## src/rtl/poly_angle_sort_if.sv

```systemverilog
// poly_angle_sort_if: start/busy/done handshake and packed point buses for poly_angle_sort.
//   start   - request a sort (master -> slave)
//   ccw     - counterclockwise order select, present only with SORT_DIR_SEL_EN
//   pts_in  - NUM_PTS packed {x,y} points, point 0 is the pivot
//   busy    - sorter is in LOAD, PHASE or DONE
//   done    - one-cycle pulse, pts_out valid from this cycle
//   pts_out - sorted points, same packing as pts_in
interface poly_angle_sort_if #(parameter int NUM_PTS = 6, parameter int COORD_W = 10);
   logic start;
   logic busy;
   logic done;
   logic [NUM_PTS*2*COORD_W-1:0] pts_in;
   logic [NUM_PTS*2*COORD_W-1:0] pts_out;
`ifdef SORT_DIR_SEL_EN
   logic ccw;
   modport master(output start, ccw, pts_in, input busy, done, pts_out);
   modport slave(input start, ccw, pts_in, output busy, done, pts_out);
`else
   modport master(output start, pts_in, input busy, done, pts_out);
   modport slave(input start, pts_in, output busy, done, pts_out);
`endif
endinterface

```

## src/rtl/poly_angle_sort.sv

```systemverilog
// poly_angle_sort: clockwise angular sort of NUM_PTS-1 points around pivot point 0.
//   clk   - system clock, rising edge
//   reset - asynchronous active-high reset
//   bus   - poly_angle_sort_if slave: start, pts_in, busy, done, pts_out (+ ccw)
// Optional macro SORT_DIR_SEL_EN adds bus.ccw, latched with start, selecting counterclockwise order.
// Sorting is an odd-even transposition network over pivot-relative vectors, one phase per cycle.
module poly_angle_sort #(
   parameter int NUM_PTS = 6,
   parameter int COORD_W = 10
) (
   input logic clk,
   input logic reset,
   poly_angle_sort_if.slave bus
);
   localparam int K = NUM_PTS - 1;
   localparam int PW = 2 * COORD_W;
   localparam int VW = COORD_W + 1;
   localparam int XW = 2 * COORD_W + 3;
   localparam int CW = $clog2(K);
   typedef enum logic [1:0] {IDLE, LOAD, PHASE, DONE} state_t;
   state_t state, state_nxt;
   logic [CW-1:0] cnt;
   logic [NUM_PTS*PW-1:0] pts_q;
   logic signed [VW-1:0] vx [K];
   logic signed [VW-1:0] vy [K];
   logic signed [VW-1:0] nx [K];
   logic signed [VW-1:0] ny [K];
   logic signed [XW-1:0] cr [K-1];
   logic [K-2:0] sw;
   logic last;
`ifdef SORT_DIR_SEL_EN
   logic ccw_q;
   always_ff @(posedge clk or posedge reset)
      if (reset) ccw_q <= 1'b0;
      else if (state == IDLE && bus.start) ccw_q <= bus.ccw;
`else
   logic ccw_q;
   assign ccw_q = 1'b0;
`endif
   assign last = cnt == CW'(K - 1);
   assign bus.busy = state != IDLE;
   always_ff @(posedge clk or posedge reset)
      if (reset) state <= IDLE;
      else state <= state_nxt;
   always_comb begin
      state_nxt = state == IDLE  ? (bus.start ? LOAD : IDLE) :
                  state == LOAD  ? PHASE :
                  state == PHASE ? (last ? DONE : PHASE) : IDLE;
   end
   // Active pairs of a phase never overlap, so each swap writes its own two slots.
   always_comb begin
      for (int j = 0; j < K; j++) begin
         nx[j] = vx[j];
         ny[j] = vy[j];
      end
      for (int j = 0; j < K - 1; j++) begin
         cr[j] = XW'(vx[j]) * XW'(vy[j+1]) - XW'(vy[j]) * XW'(vx[j+1]);
         sw[j] = (j[0] == cnt[0]) && (ccw_q ? cr[j] < 0 : cr[j] > 0);
         if (sw[j]) begin
            nx[j] = vx[j+1];
            ny[j] = vy[j+1];
            nx[j+1] = vx[j];
            ny[j+1] = vy[j];
         end
      end
   end
   always_ff @(posedge clk or posedge reset)
      if (reset) begin
         cnt <= '0;
         pts_q <= '0;
         bus.done <= 1'b0;
         bus.pts_out <= '0;
         for (int j = 0; j < K; j++) begin
            vx[j] <= '0;
            vy[j] <= '0;
         end
      end else begin
         bus.done <= 1'b0;
         case (state)
            IDLE: if (bus.start) pts_q <= bus.pts_in;
            LOAD: begin
               cnt <= '0;
               for (int j = 0; j < K; j++) begin
                  vx[j] <= $signed({1'b0, pts_q[(j+1)*PW+COORD_W +: COORD_W]}) - $signed({1'b0, pts_q[COORD_W +: COORD_W]});
                  vy[j] <= $signed({1'b0, pts_q[(j+1)*PW +: COORD_W]}) - $signed({1'b0, pts_q[0 +: COORD_W]});
               end
            end
            PHASE: begin
               if (!last) cnt <= cnt + 1'b1;
               vx <= nx;
               vy <= ny;
            end
            DONE: begin
               bus.done <= 1'b1;
               bus.pts_out[PW-1:0] <= pts_q[PW-1:0];
               for (int j = 0; j < K; j++) begin
                  bus.pts_out[(j+1)*PW+COORD_W +: COORD_W] <= vx[j][COORD_W-1:0] + pts_q[COORD_W +: COORD_W];
                  bus.pts_out[(j+1)*PW +: COORD_W] <= vy[j][COORD_W-1:0] + pts_q[0 +: COORD_W];
               end
            end
            default: ;
         endcase
      end
endmodule
```

## src/flat_wrapper.sv

```systemverilog
// flat-port wrapper written by rule: the top's interface ports become plain ports
module poly_angle_sort_flat 
#(
   parameter int NUM_PTS = 6,
   parameter int COORD_W = 10
)
  (clk, reset, bus_start, bus_pts_in, bus_busy, bus_done, bus_pts_out);
  poly_angle_sort_if #(.NUM_PTS(NUM_PTS), .COORD_W(COORD_W)) bus_i ();
  input logic clk;
  input logic reset;
  input wire logic [$bits(bus_i.start)-1:0] bus_start;
  input wire logic [$bits(bus_i.pts_in)-1:0] bus_pts_in;
  output wire logic [$bits(bus_i.busy)-1:0] bus_busy;
  output wire logic [$bits(bus_i.done)-1:0] bus_done;
  output wire logic [$bits(bus_i.pts_out)-1:0] bus_pts_out;
  assign bus_i.start = bus_start;
  assign bus_i.pts_in = bus_pts_in;
  assign bus_busy = bus_i.busy;
  assign bus_done = bus_i.done;
  assign bus_pts_out = bus_i.pts_out;
  poly_angle_sort #(.NUM_PTS(NUM_PTS), .COORD_W(COORD_W)) u_core (.clk(clk), .reset(reset), .bus(bus_i));
endmodule
```

## config.mk

```make
export PLATFORM = sky130hd
export DESIGN_NAME = poly_angle_sort_flat
export DESIGN_NICKNAME = d
export VERILOG_FILES = /design/src/rtl/poly_angle_sort_if.sv /design/src/rtl/poly_angle_sort.sv /design/src/flat_wrapper.sv
export SDC_FILE = /design/constraint.sdc
export NUM_CORES = 2
export LEC_CHECK = 0
export CAP_MARGIN = 20
export CORE_ASPECT_RATIO = 1.5
export CORE_MARGIN = 5
export CORE_UTILIZATION = 55
export CTS_CLUSTER_DIAMETER = 150
export DETAILED_ROUTE_END_ITERATION = 12
export DONT_BUFFER_PORTS = 1
export HOLD_SLACK_MARGIN = 0.15
export PLACE_DENSITY = 0.75
export SYNTH_ARGS = -nofsm -noshare
export SYNTH_HDL_FRONTEND = slang
export SYNTH_SLANG_ARGS = --single-unit
```

## constraint.sdc

```tcl
create_clock -name clk -period 30.3 [get_ports clk]
set_input_delay 1.515 -clock clk [delete_from_list [all_inputs] [get_ports clk]]
set_output_delay 1.515 -clock clk [all_outputs]
set_load 0.005 [all_outputs]
```

# Yosys cells after proc, flatten, opt, wreduce, memory -nomap -nowiden
# Index checks and enable logic that the tools add are counted.
[word_totals]
word_cells = 95
in_bits = 123
mem_bits_rw = 0
rom_bits = 0
latchBits = 0
output_inout_bits = 122
memories = 0
regBits = 356
[classes]
n_eq_ne = 10
mul = 8
addsub = 25
shifts = 0
mux = 18
reduce_logical = 14
order_cmp = 4
bitwise_logic = 1
div = 0
[op_table]
columns = ["cell", "n"]
rows = [
  ["$pmux W55 S2", 2],
  ["$mul A11 B11 Y22", 8],
  ["$mux W22", 8],
  ["$sub A10 B10 Y11", 10],
  ["$add A10 B10 Y10", 10],
  ["$gt A23 B1 Y1 const B", 4],
  ["$sub A22 B22 Y23", 4],
  ["$reduce_and A2 Y1", 7],
  ["$ne A3 B1 Y1 const B", 3],
  ["$mux W2", 3],
  ["$pmux W3 S2", 1],
  ["$eq A2 B2 Y1 const B", 2],
  ["$logic_and A1 B1 Y1", 4],
  ["$ne A2 B1 Y1 const B", 2],
  ["$reduce_bool A2 Y1", 2],
  ["$add A3 B1 Y3 const B", 1],
  ["$eq A3 B3 Y1 const B", 1],
  ["$mux W1", 3],
  ["$mux W3", 1],
  ["$eq A2 B1 Y1 const B", 1],
  ["$logic_not A2 Y1", 1],
  ["$ne A2 B2 Y1 const B", 1],
  ["$not A1 Y1", 1],
]

# Depth between registers and ports, before layout
[depth]
ltp_word = 9
mapped_depth = 30
mapped_depth_nobuf = 27

# Worst setup path before layout
# No wires, ideal clock.
[synth_timing]
path_type = "flip-flop to flip-flop"
startpoint = "register u_core.vy[32] (netlist name)"
endpoint = "register u_core.vy[28] (netlist name)"
period_less_slack_ns = 7.847
n_path_buf = 3
setup_ns = 0.125
slack_ns = 22.453
arrival_time_ns = 7.722
path_stages_with_launch = 29
t_required_ns = 30.175
cell_sequence = "dfrtp_1 clkbuf_1 clkbuf_1 nand2_1 inv_1 fa_1 inv_1 fa_1 inv_1 fa_1 inv_1 fa_1 fa_1 fa_1 inv_1 fa_1 inv_1 ha_1 a21oi_1 o22ai_1 a222oi_1 nand4_1 or4_1 nor3_2 a311oi_4 and2_4 buf_2 a221o_1 mux2_2"
[synth_via]
elab_chain_cells = 6
elab_cells_between_ends = 12
cone_classes = "add/sub (2); mul (2); order compare (2); eq/ne (1); mux (2); reduce/logical (3)"
[synth_lines]
columns = ["item", "line", "rtl"]
rows = [
  ["start: declaration", "poly_angle_sort.sv:25", "logic signed [VW-1:0] vy [K];"],
  ["start signal: indexed assignment", "poly_angle_sort.sv:85", "vy[j] <= $signed({1'b0, pts_q[(j+1)*PW +: COORD_W]}) - $signed({1'b0, pts_q[0 +: COORD_W]});"],
  ["start signal: assignment", "poly_angle_sort.sv:91", "vy <= ny;"],
  ["$mul A11 B11 Y22", "poly_angle_sort.sv:57", "cr[j] = XW'(vx[j]) * XW'(vy[j+1]) - XW'(vy[j]) * XW'(vx[j+1]);"],
  ["$sub A22 B22 Y23", "poly_angle_sort.sv:57", ""],
  ["$gt A23 B1 Y1", "poly_angle_sort.sv:58", "sw[j] = (j[0] == cnt[0]) && (ccw_q ? cr[j] < 0 : cr[j] > 0);"],
  ["$logic_and A1 B1 Y1", "poly_angle_sort.sv:58", ""],
  ["$mux W22 / $ne A3 B1 Y1 (equally long branches)", "n/a", ""],
  ["$pmux W55 S2 / $reduce_and A2 Y1 (equally long branches)", "n/a", ""],
]
# Parallel ways exist; a longest one is shown, timed or not. The select of a mux whose other input is x is not followed.
# A chain may end at the register's enable or synchronous reset.

# Final worst setup path
[layout_timing]
startpoint = "register u_core.vy[21] (netlist name)"
endpoint = "register u_core.vy[18] (netlist name)"
# Same word-level chain as after synthesis.

==> summary.md <==
| Metric | Value |
|---|---|
| Yosys reg bits | 356 |
| CTS root buffer | clkbuf_16 |
| Commonest register cell after synthesis | dfrtp_1 |
| Detailed Route WL | 197000 um |
| Die Wd | about 290 um |
| Post-synth EDFFs | 0 |
| Num ports | about 250 |
| Htree depth | 2 |
| TNS Setup | 0 ps |
| Max incr delay on CP | 920 ps |
| DR vias | around 46000 |
| FP Rows | 151 |
| WP data arrival | between 10000 and 15000 ps |
| Number of DRC markers in iteration 0 | 3446 |
| Final setup margin | 20430 ps |
| Reg2reg end | u_core.vy[18] |
| Core area | 0.113 sq mm |
| Wire length per cell | 25.2 um |
| CP Launch Type | register |
| CTS tree | done |
| Share of cells above drive strength 1 | 7.49% |
| Crit-path most repeated cell | fa_1 |
| Hold Violations, Final | 0 |
| Reg-to-reg startpoint | u_core.vy[21] |
| Max Slew Vio Count | 0 |
| Cells after Synth | about 6500 |
| Setup Viol. Count Final | 0 |
| Inserted Clock Buffers | 38 |
| Routability cong. | 0.969 |
| Crit Path Max Fanout | 22 |
| Register-to-Register Path Depth | 23 |
| Utilization after layout | 57.9% |
| Post-place setup slack | between 20000 and 25000 ps |
| Initial Util | a little under three fifths |
| Syn nets | 8234 |
| Critical path cell sequence | clkinv_1, nor2_1, fa_1, inv_1, fa_1, inv_1, fa_1, fa_1, fa_1, fa_1, fa_1, inv_1, ha_1, nand2b_1, o21ai_0, a221o_1, or4_1, a211oi_1, and4bb_2, a41oi_4, and2_4, o31ai_4, mux2_2 |
| Drt pass-1 iters | 5 |
| Height of the die | 423 um |
| Pin count of the biggest net entering global routing | 173 |
| Slew @ Worst Pin | 1130 ps |
| Antenna viol nets, final | 0 |
| Worst Hold Class | register to register |
| # hold bufs at CTS | 0 |
| Gr usage total | 32.8% |
| Total die area | 0.121 sq mm |
| Total Nets Final | about 8100 |
| Asr flop ratio synth | 100% |
| Sequential fraction of the synthesis area | 14.2% |
| Rel. slew slack | between 20% and 30% |
| CP Class | register to register |
| Critical Path Slowest Stage Cell | o31ai_4 |
| Fmax | 0.101 GHz |
| Worst Clk Skew | about 27 ps |
| Syn avg cell area | 9.69 sq um |
| Period minus WS final | 9870 ps |
| Max-cap violations | 0 |
| Clock transition at path regs | 70 ps |
| Port Buffer Count | 0 |
| GR Overflow Total | 0 |
| RSZ-0062 raised after global routing | false |
| Layout area overhead | 4.50% |
| Period utilization | 32.6% |
| WP data required | 30750 ps |
| Status | completed |
| Setup crit start | u_core.vy[21] |
| First-pass GRT wire length | 299000 um |
| Syn. warnings | 0 |
| Vias per inst | 5.93 |
| Clock Sinks | 356 |
| Reg2reg setup slack | 20430 ps |
| Drt drc | 0 |
| CTS Buffer Depth | 3 |
| Initial antenna violation count | 26 |
| Latest clock arrival within the worst-skew pair | 580 ps |
| DP HPWL | approximately 160000 um |
| Hold_ws | just over 500 ps |
| Synth cell types | 97 |
| Vias in the first global route | 51400 |
| Post-Syn Area | 0.0626 sq mm |
| Fillers | 9562 |
| Post-cts resize count | 0 |
| CP Capture Point | u_core.vy[18] |
| Post-CTS setup buffers | 0 |
| Worst setup EP type | register |
stage by stage:
step | area [sq um] | instances
after CTS | 65400 | 7808
after detailed placement | 64100 | 7745
after global placement | 64100 | 7745
after floorplan | 62600 | 6463
after global routing | 65400 | 7819
final | 65400 | 7822
registers in the layout (all words and copies together), names as in the netlist:
signal	cells
u_core.bus.pts_out	120
u_core.pts_q	120
u_core.vx	55
u_core.vy	55
u_core.cnt	3
u_core.state	2
u_core.bus.done	1
placed cells by master, fill, tap and decap left out, drive strengths merged, types with 75 or more instances in the layout:
cell type / n
a21o: 75
buf: 89
o21ai: 116
and2: 541
fa: 1120
dfrtp: 356
mux2: 302
ha: 528
xnor2: 193
nand2: 410
nor2: 240
a21oi: 184
inv: 1474
per-layer routing:
metal / vias up / share of wire (%) / wire, um / track usage (%)
li1: 19600 / - / - / -
met1: 23400 / 32 / 62600 / 33.6
met2: 2276 / 49 / 96900 / 57.2
met3: 1055 / 7.4 / 14600 / 6.25
met4: 12 / 11 / 22600 / 28.2
met5: - / 0.041 / 80 / 0
cell usage after synthesis, types with 7 or more instances:
cell type	n	share of area, %
a2111oi_0	8	0.11
a211o_1	8	0.11
a211oi_1	23	0.28
a21boi_0	26	0.31
a21o_1	75	0.90
a21oi_1	183	1.5
a221o_1	23	0.37
a22oi_1	11	0.13
a31oi_1	15	0.15
and2_1	539	5.4
and3_1	8	0.080
buf_1	9	0.054
buf_2	12	0.096
clkbuf_1	234	1.4
dfrtp_1	356	14
fa_1	1120	36
ha_1	528	11
inv_1	1471	8.8
mux2_1	13	0.23
mux2_2	289	5.2
mux2i_1	43	0.69
nand2_1	409	2.5
nand2b_1	48	0.48
nand3_1	37	0.30
nand4_1	9	0.090
nor2_1	239	1.4
nor2b_1	65	0.65
nor3_1	28	0.22
nor3b_1	8	0.096
o211ai_1	14	0.17
o21a_1	26	0.31
o21ai_0	114	0.91
o21bai_1	44	0.53
o221a_2	7	0.13
o221ai_1	19	0.27
o22ai_1	11	0.11
o31ai_1	15	0.18
or3_1	12	0.12
or4_1	7	0.084
xnor2_1	193	2.7
xor2_1	48	0.67
worst max-delay path: cells and delay by family (launching register included):
kind | cells | cell delay (ps)
adders and majority gates | 8 | 3770
and+or+nand+nor | 5 | 1620
DFF | 1 | 810
muxes | 1 | 440
AOI/OAI and AO/OA | 5 | 1830
buffers and inverters | 4 | 1230
worst min path at each step:
stage | start | slack [ps] | cells past startpoint | end
global placement | u_core.pts_q[80] | 490 | 1 | u_core.pts_q[80]
detailed placement | u_core.pts_q[90] | 500 | 1 | u_core.pts_q[90]
finish | u_core.pts_q[90] | 510 | 1 | u_core.pts_q[90]
CTS | u_core.pts_q[90] | 510 | 1 | u_core.pts_q[90]
floorplan | u_core.pts_q[100] | 480 | 1 | u_core.pts_q[100]
global route | u_core.pts_q[82] | 530 | 1 | u_core.pts_q[82]
layout make-up:
cell class	instances	area [sq um]	area share (%)
Antenna cell	14	35.0	0.0535
Clock buffer	46	1010	1.55
Clock inverter	17	238	0.363
Inverter	1475	5540	8.47
Multi-Input combinational cell	4372	47200	72.1
Sequential cell	356	8910	13.6
Tap cell	1453	1820	2.78
Timing Repair Buffer	89	681	1.04
kinds of logic after synthesis:
group	count (synthesis)	synth area share (%)
and+or+nand+nor	1444	11.9
buffers and inverters	1735	10.5
muxes	345	6.12
DFF	356	14.2
AOI/OAI and AO/OA	694	7.59
adders and majority gates	1648	46.4
xor gates and xnor gates	241	3.37
Power is not shown: default switching activity piles up to over one toggle a cycle in this logic, so the estimate is an artifact.
